===== src/rtl/rom_load_ctrl_pkg.sv =====
`default_nettype none
// ============================================================================
// Module   : rom_load_ctrl_pkg
// Purpose  : Shared types and constants for the ROM load controller: the
//            controller state encoding, the iNES magic word, header length
//            and the PRG/CHR/trainer unit sizes used for body length.
// Revision : 1.0 - initial release
// ============================================================================
package rom_load_ctrl_pkg;

  typedef enum logic [2:0] {
    ST_IDLE   = 3'd0,
    ST_HEADER = 3'd1,
    ST_BODY   = 3'd2,
    ST_DONE   = 3'd3,
    ST_ERROR  = 3'd4
  } state_t;

  // Body length is carried as a 22-bit unsigned quantity.
  typedef logic [21:0] body_len_t;

  // "NES<EOF>" with byte 0 in the least significant lane.
  localparam logic [31:0] c_ines_magic   = 32'h1A53_454E;
  localparam logic [3:0]  c_hdr_last_idx = 4'd15;

  localparam body_len_t c_prg_unit     = 22'd16384;
  localparam body_len_t c_chr_unit     = 22'd8192;
  localparam body_len_t c_trainer_unit = 22'd512;

  // Expected magic byte for header positions 0..3.
  function automatic logic [7:0] magic_byte(input logic [1:0] idx);
    return c_ines_magic[{idx, 3'b000} +: 8];
  endfunction

endpackage
`default_nettype wire


===== src/rtl/rom_load_ctrl_ines_header_parse.sv =====
`default_nettype none
// ============================================================================
// Module   : ines_header_parse
// Purpose  : Watches the 16 iNES header bytes as they are accepted, checks
//            the magic bytes and captures the PRG/CHR unit counts and the
//            trainer flag, from which the body length is derived.
// Ports    : clk, reset      - clock, synchronous active-high reset
//            clear           - drop captured fields (controller idle)
//            byte_valid      - a header byte is accepted this cycle
//            byte_index      - position of that byte within the header
//            byte_data       - the byte itself
//            magic_ok        - current byte matches the magic (1 past idx 3)
//            body_len        - PRG*16384 + CHR*8192 + trainer*512 (22 bits)
//            prg_zero        - captured PRG unit count is zero
// Revision : 1.0 - initial release
// ============================================================================
module ines_header_parse
  import rom_load_ctrl_pkg::*;
(
  input  logic       clk,
  input  logic       reset,
  input  logic       clear,
  input  logic       byte_valid,
  input  logic [3:0] byte_index,
  input  logic [7:0] byte_data,
  output logic       magic_ok,
  output body_len_t  body_len,
  output logic       prg_zero
);

  logic [7:0] r_prg;
  logic [7:0] r_chr;
  logic       r_trainer;

  always_ff @(posedge clk) begin
    if (reset || clear) begin
      r_prg     <= 8'd0;
      r_chr     <= 8'd0;
      r_trainer <= 1'b0;
    end else if (byte_valid) begin
      case (byte_index)
        4'd4:    r_prg     <= byte_data;
        4'd5:    r_chr     <= byte_data;
        4'd6:    r_trainer <= byte_data[2];
        default: ;
      endcase
    end
  end

  // Combinational so the controller can reject the offending byte in the
  // same cycle it is accepted.
  assign magic_ok = (byte_index > 4'd3) || (byte_data == magic_byte(byte_index[1:0]));

  // Fields are captured from bytes 4..6, so they are stable by the time the
  // last header byte arrives; the sum wraps at 22 bits.
  assign body_len = body_len_t'(r_prg) * c_prg_unit
                  + body_len_t'(r_chr) * c_chr_unit
                  + body_len_t'(r_trainer) * c_trainer_unit;

  assign prg_zero = (r_prg == 8'd0);

endmodule
`default_nettype wire


===== src/rtl/rom_load_ctrl.sv =====
`default_nettype none
// ============================================================================
// Module   : rom_load_ctrl
// Purpose  : Arbitrates between two byte sources (embedded ROM pump, external
//            stream), validates an iNES header and forwards header + body
//            bytes to a loader as odata/odata_clk strobes with a minimum gap.
// Ports    : clk, reset           - clock, synchronous active-high reset
//            req[1:0]            - per-source load request (bit1 wins)
//            s_data0/1, s_valid0/1, s_ready0/1 - source byte handshakes
//            grant[1:0]          - one-hot owner, 00 when idle
//            odata, odata_clk    - forwarded byte and its one-cycle strobe
//            loader_reset        - high while idle
//            done, error         - load finished / aborted (levels)
// Revision : 1.0 - initial release
// ============================================================================
module rom_load_ctrl
  import rom_load_ctrl_pkg::*;
#(
  parameter int unsigned GAP     = 1,
  parameter int unsigned TIMEOUT = 1048575
) (
  input  logic       clk,
  input  logic       reset,
  input  logic [1:0] req,
  input  logic [7:0] s_data0,
  input  logic [7:0] s_data1,
  input  logic       s_valid0,
  input  logic       s_valid1,
  output logic       s_ready0,
  output logic       s_ready1,
  output logic [1:0] grant,
  output logic [7:0] odata,
  output logic       odata_clk,
  output logic       loader_reset,
  output logic       done,
  output logic       error
);

  localparam int unsigned c_gap_w = (GAP > 0) ? $clog2(GAP + 1) : 1;
  localparam int unsigned c_to_w  = (TIMEOUT > 0) ? $clog2(TIMEOUT + 1) : 1;
  localparam logic [c_gap_w-1:0] c_gap_load = c_gap_w'(GAP);
  localparam logic [c_to_w-1:0]  c_to_limit = c_to_w'(TIMEOUT);

  state_t             r_state;
  state_t             w_state_next;
  logic [1:0]         r_grant;
  logic [1:0]         w_grant_next;
  logic [c_gap_w-1:0] r_gap;
  logic [c_to_w-1:0]  r_to_cnt;
  logic [3:0]         r_hdr_idx;
  body_len_t          r_remain;
  logic [7:0]         r_odata;
  logic               r_odata_clk;

  logic       w_req_held;
  logic       w_xfer_phase;
  logic       w_timeout;
  logic       w_open;
  logic       w_take;
  logic [7:0] w_byte;
  logic       w_magic_ok;
  body_len_t  w_body_len;
  logic       w_prg_zero;

  // The owner's request must still be up; dropping it blocks any further
  // transfer immediately, the ERROR transition follows on the next edge.
  assign w_req_held   = |(req & r_grant);
  assign w_xfer_phase = (r_state == ST_HEADER) || (r_state == ST_BODY);
  assign w_timeout    = (r_to_cnt == c_to_limit);
  assign w_open       = w_xfer_phase && w_req_held && (r_gap == '0) && !w_timeout;

  assign s_ready0 = w_open && r_grant[0];
  assign s_ready1 = w_open && r_grant[1];

  assign w_take = (s_valid0 && s_ready0) || (s_valid1 && s_ready1);
  assign w_byte = r_grant[1] ? s_data1 : s_data0;

  ines_header_parse u_hdr (
    .clk        (clk),
    .reset      (reset),
    .clear      (r_state == ST_IDLE),
    .byte_valid (w_take && (r_state == ST_HEADER)),
    .byte_index (r_hdr_idx),
    .byte_data  (w_byte),
    .magic_ok   (w_magic_ok),
    .body_len   (w_body_len),
    .prg_zero   (w_prg_zero)
  );

  always_ff @(posedge clk) begin
    if (reset) begin
      r_state <= ST_IDLE;
      r_grant <= 2'b00;
    end else begin
      r_state <= w_state_next;
      r_grant <= w_grant_next;
    end
  end

  always_comb begin
    w_state_next = r_state;
    w_grant_next = r_grant;
    case (r_state)
      ST_IDLE: begin
        if (req[1]) begin
          w_grant_next = 2'b10;
          w_state_next = ST_HEADER;
        end else if (req[0]) begin
          w_grant_next = 2'b01;
          w_state_next = ST_HEADER;
        end
      end
      ST_HEADER: begin
        if (!w_req_held || w_timeout) begin
          w_state_next = ST_ERROR;
        end else if (w_take) begin
          if (!w_magic_ok) begin
            w_state_next = ST_ERROR;
          end else if (r_hdr_idx == c_hdr_last_idx) begin
            if (w_prg_zero)              w_state_next = ST_ERROR;
            else if (w_body_len == '0)   w_state_next = ST_DONE;  // 22-bit wrap
            else                         w_state_next = ST_BODY;
          end
        end
      end
      ST_BODY: begin
        if (!w_req_held || w_timeout) begin
          w_state_next = ST_ERROR;
        end else if (w_take && (r_remain == body_len_t'(1))) begin
          w_state_next = ST_DONE;
        end
      end
      ST_DONE, ST_ERROR: begin
        if (!w_req_held) begin
          w_state_next = ST_IDLE;
          w_grant_next = 2'b00;
        end
      end
      default: begin
        w_state_next = ST_IDLE;
        w_grant_next = 2'b00;
      end
    endcase
  end

  always_ff @(posedge clk) begin
    if (reset) begin
      r_gap       <= '0;
      r_to_cnt    <= '0;
      r_hdr_idx   <= 4'd0;
      r_remain    <= '0;
      r_odata     <= 8'd0;
      r_odata_clk <= 1'b0;
    end else begin
      r_odata_clk <= w_take;
      if (w_take) begin
        r_odata <= w_byte;
      end
      if (r_state == ST_IDLE) begin
        r_gap     <= '0;
        r_to_cnt  <= '0;
        r_hdr_idx <= 4'd0;
        r_remain  <= '0;
      end else if (w_xfer_phase) begin
        if (w_take) begin
          r_gap    <= c_gap_load;
          r_to_cnt <= '0;
        end else begin
          if (r_gap != '0) r_gap <= r_gap - c_gap_w'(1);
          // Gap cycles count as stall time too.
          if (!w_timeout)  r_to_cnt <= r_to_cnt + c_to_w'(1);
        end
        if (w_take && (r_state == ST_HEADER)) begin
          r_hdr_idx <= r_hdr_idx + 4'd1;
          if (r_hdr_idx == c_hdr_last_idx) r_remain <= w_body_len;
        end
        if (w_take && (r_state == ST_BODY)) begin
          r_remain <= r_remain - body_len_t'(1);
        end
      end
    end
  end

  assign grant        = r_grant;
  assign odata        = r_odata;
  assign odata_clk    = r_odata_clk;
  assign loader_reset = (r_state == ST_IDLE);
  assign done         = (r_state == ST_DONE);
  assign error        = (r_state == ST_ERROR);

endmodule
`default_nettype wire


===== config.mk =====
export PLATFORM = sky130hd
export DESIGN_NAME = rom_load_ctrl
export DESIGN_NICKNAME = d
export VERILOG_FILES = /design/src/rtl/rom_load_ctrl_pkg.sv /design/src/rtl/rom_load_ctrl_ines_header_parse.sv /design/src/rtl/rom_load_ctrl.sv
export SDC_FILE = /design/constraint.sdc
export NUM_CORES = 1
export LEC_CHECK = 0
export BUFFER_PORTS_ARGS = -buffer_cell sky130_fd_sc_hd__buf_2
export CAP_MARGIN = 20
export CELL_PAD_IN_SITES_DETAIL_PLACEMENT = 0
export CELL_PAD_IN_SITES_GLOBAL_PLACEMENT = 1
export CORE_MARGIN = 2
export CORE_UTILIZATION = 49
export DETAILED_ROUTE_END_ITERATION = 6
export GPL_ROUTABILITY_DRIVEN = 1
export PLACE_DENSITY = 0.82
export SLEW_MARGIN = 25
export SYNTH_ARGS = -nofsm -noshare
export SYNTH_HDL_FRONTEND = slang
export SYNTH_SLANG_ARGS = --single-unit

===== constraint.sdc =====
create_clock -name clk -period 4.3 [get_ports clk]
set_input_delay 0.43 -clock clk [delete_from_list [all_inputs] [get_ports clk]]
set_output_delay 0.43 -clock clk [all_outputs]
set_load 0.05 [all_outputs]

==> run summary <==
The flow ran to the end, and the final reports show no timing, DRC or antenna violations. The largest net degree at the start of global routing was 34. For the post-synthesis cell type count, the log shows 67.

The logs give 0 for the DRC violations left and 0 for the total congestion overflow after global routing. The number of nets in the layout is 597. The tools report the number of global-route vias before repair as 3710. Using the TritonRoute via totals, the vias-per-cell ratio works out to 5.74. In this run the worst path has a maximum fanout of 19. Net count after synthesis: 569. Ranked by total cell area, the synthesized netlist is headed by dfxtp_1 35%, nor2_1 7.9%, xor2_1 5.7%.

The end of the worst register-to-register path is r_remain[20]. TritonCTS built the clock tree. The total core area is 8760 um^2, and the count of endpoints failing hold in the final timing report is 0.

The post-route netlist has 13.7% of its cells at a drive strength greater than 1. The post-CTS setup buffer count was 0; the number of clock buffers inserted by TritonCTS was 9. After synthesis, flip-flops and latches occupy 35.1% of the total area. The ratio of final minimum period to clock period works out to 75.9%. Of all cell types, the one taking the most synthesized area is dfxtp_1. The later pin in the worst-skew pair is clocked with a latency of 0.36 ns. After filler insertion, the fill cell instance count of the layout stands at 840. Buffers inserted to repair hold after CTS numbered 0. In this run the core area contains 34 standard-cell rows.

The first routing iteration left 162 violations. The worst min-delay path startpoint was req[1]. STA classifies the critical path endpoint as a flop. The cell count after synthesis is 531. Summed over all layers, the routed wires come to 10.3 mm. The floorplan step defined a die boundary enclosing 9850 um^2. For the total I/O pin count, the log shows 38.

For the pin with the worst max-slew slack, the measured transition is 0.816 ns. For this configuration, the core starts out at a cell density of 50.7%. The worst register-to-register path begins at grant[1].

Synthesis inferred 78 register bits. The storage element area was 1560 um^2. The footprint of the multi-input gates was 2770 um^2; the required time of the critical path was 4.58 ns. The first-pass iteration count of the detailed router is 4.

In this run the static leakage power is 1.97 nW. The power density over the cells works out to 382 nW/um^2. Across every metal layer, demand over resource in global routing totals 21.9%.

The clock passes through at most 2 buffers. The upper clock frequency limit is 0.307 GHz. For the final routed database, the setup TNS stands at 0 ns. The wire length of the first global-routing pass was 17.4 mm; the TritonCTS sink count was 78. The congestion estimate from routability-driven global placement came to 0.811. The tool flagged a number of max-cap violations equal to 0. The tools report the endpoint arrival time on the critical path as 3.55 ns.

The hold path depth works out to 3. The top flip-flop cell by instance count after synthesis was dfxtp_1. Gates resized during post-CTS repair numbered 0. The tools report the antenna violation net count after detailed routing as 0. The repair_antennas step left the layout with diodes totalling 0. The class of the worst hold path is input port to flop. The detailed-route wire length per cell works out to 15.4 um. Start-to-end type of the worst setup path: flop to flop. The tools report the worst IR drop on VDD as 157 uV. The worst hold path terminates at grant[1]. For the half-perimeter wire length after placement, the log shows 7.54 mm. For this block, the via count after detailed routing is 3856. The number of synthesized flops with an enable pin was 0; the cell count of the worst reg-to-reg path was 6. The synthesis-to-layout area growth was 10.6%. The initial antenna violation count is 0, and the proportion of register bits with asynchronous set or reset after synthesis is 0%. Yosys printed 0 warnings. Clock skew on the completed layout was measured at 0.00609 ns. The slack of the worst reg-to-reg path is 1.04 ns.

The tools report the kind of start point of the critical path as a flop. Setup repair after global routing left no endpoint under its margin. The number of max-slew violations in the final report came out at 0. The netlist area before placement was 4450 um^2; the synthesized area per cell was 8.37 um^2. The die width was 99.3 um. Measured along the y axis, the die boundary spans 99.3 um. Clock-pin slew was measured on the worst setup and hold paths at 0.08 ns. The run gives 45.5% as the remaining max-slew budget at the tightest pin. The number of failing setup endpoints in the final timing report is 0, and the least setup slack across all paths after layout is 1.04 ns. The port buffer count is 37, and the final critical-path required period is 3.26 ns. The total number of H-tree levels is 3. In this run the biggest area consumer among cell types represents 35.1% of the synthesized area. Root buffer cell: clkbuf_8. At the placement stage, the worst setup path has a slack of 1.08 ns.
[layout by cell type, fill, tap and decap left out, drive strengths merged, types with 2 or more instances in the layout]
cell type | netlist | routed
nor2 | 94 | 94
dfxtp | 78 | 78
buf | 10 | 38
a21oi | 37 | 37
xor2 | 29 | 29
nor3 | 27 | 27
nand2 | 23 | 23
o21ai | 23 | 23
nand3 | 22 | 22
mux2i | 20 | 20
nand4 | 19 | 19
ha | 15 | 15
clkbuf | 11 | 13
and3 | 9 | 9
and2 | 9 | 9
mux2 | 9 | 9
nor4 | 8 | 8
xnor2 | 7 | 7
inv | 7 | 7
a211oi | 7 | 7
or3 | 7 | 7
a21o | 5 | 5
nand2b | 5 | 5
nor2b | 5 | 5
or4 | 3 | 3
nand4b | 3 | 3
or2 | 3 | 3
a22oi | 3 | 3
nor3b | 2 | 2
o21bai | 2 | 2
a31oi | 2 | 2
o211ai | 2 | 2
o21a | 2 | 2
bufinv | 0 | 2
nor4b | 2 | 2
a2111oi | 2 | 2
o31ai | 2 | 2
[Yosys cell counts (all sizes together), types with 9 or more instances]
library cell  instances
ha                   15
mux2i                20
nand3                22
mux2                  9
o21ai                23
and3                  9
nor2                 94
a21oi                37
nand2                23
nand4                19
nor3                 27
and2                  9
buf                  10
clkbuf               11
xor2                 29
dfxtp                78
[worst max-delay path: stages (launching register included)]
cell and delay [ns]:
dfxtp_1 0.86, a22oi_4 0.22, or3_4 0.45, a211oi_2 0.58
nand2_1 0.47, or3_1 0.47, a31oi_1 0.14
[layout make-up]
class,count,share of cell area [%]
multi-input cells,425,56.3
flip-flops and latches,78,31.8
repair buffers,38,3.92
clock buffers,13,3.44
well taps,108,2.75
clock inverters,3,1.32
inverters,7,0.534
[where the power goes]
group	leakage, nW	switching (mW)	internal, mW	total, mW
logic	1.22	0.314	0.130	0.444
clock network	0.120	0.269	0.374	0.643
registers	0.629	0.0475	0.741	0.789
total	1.97	0.631	1.25	1.88
[through the flow]
step / power [mW] / hold slack (ns) / area, um^2 / instances / util, %
after global routing: 1.97 / 0.464 / 4920 / 672 / 56.1
after global placement: 1.25 / 0.471 / 4680 / 656 / 53.4
after CTS: 1.89 / 0.419 / 4920 / 672 / 56.1
after floorplan: 1.15 / 0.454 / 4450 / 531 / -
final: 1.88 / 0.425 / 4920 / 672 / 56.1
after detailed placement: 1.25 / 0.479 / 4680 / 656 / 53.4
[sequential cells by signal (all words and copies together) (netlist names)]
name             cells
r_to_cnt            20
odata_clk            1
grant                2
odata                8
r_gap                1
u_hdr.r_prg          8
u_hdr.r_trainer      1
r_state              3
r_hdr_idx            4
u_hdr.r_chr          8
r_remain            22
[per-layer routing]
metal  vias up  share of wire (%)  track usage (%)  routed length [um]
li1       1967                  -                -                   -
met1      1812                 45             25.9                4610
met4         0                1.9             9.06                 192
met2        61                 50             39.1                5160
met5         -                  0                0                   0
met3        16                3.5             4.01                 363
[logic make-up (layout without fill, tap and decap cells)]
logic type,count (synthesis),in the layout,synth area share (%)
simple gates,246,246,28.6
compound gates,97,97,14.6
flops,78,78,35.1
xor+xnor,36,36,7.09
mux,30,30,7.29
buf+inv,28,61,2.65
fa+ha+maj,16,16,4.67
[worst max-delay path by stage]
stage / endpoint / slack [ns] / cells past startpoint / from
2_1_floorplan: u_hdr.r_chr[5] / 1.69 / 7 / grant[1]
3_3_place_gp: r_remain[20] / 1.18 / 6 / grant[1]
3_5_place_dp: r_remain[20] / 1.08 / 6 / grant[1]
4_1_cts: r_remain[20] / 1.06 / 6 / grant[1]
5_1_grt: r_remain[20] / 0.75 / 6 / grant[1]
6_report: r_remain[20] / 1.04 / 6 / grant[1]
Power figures use the tool's default switching activity.
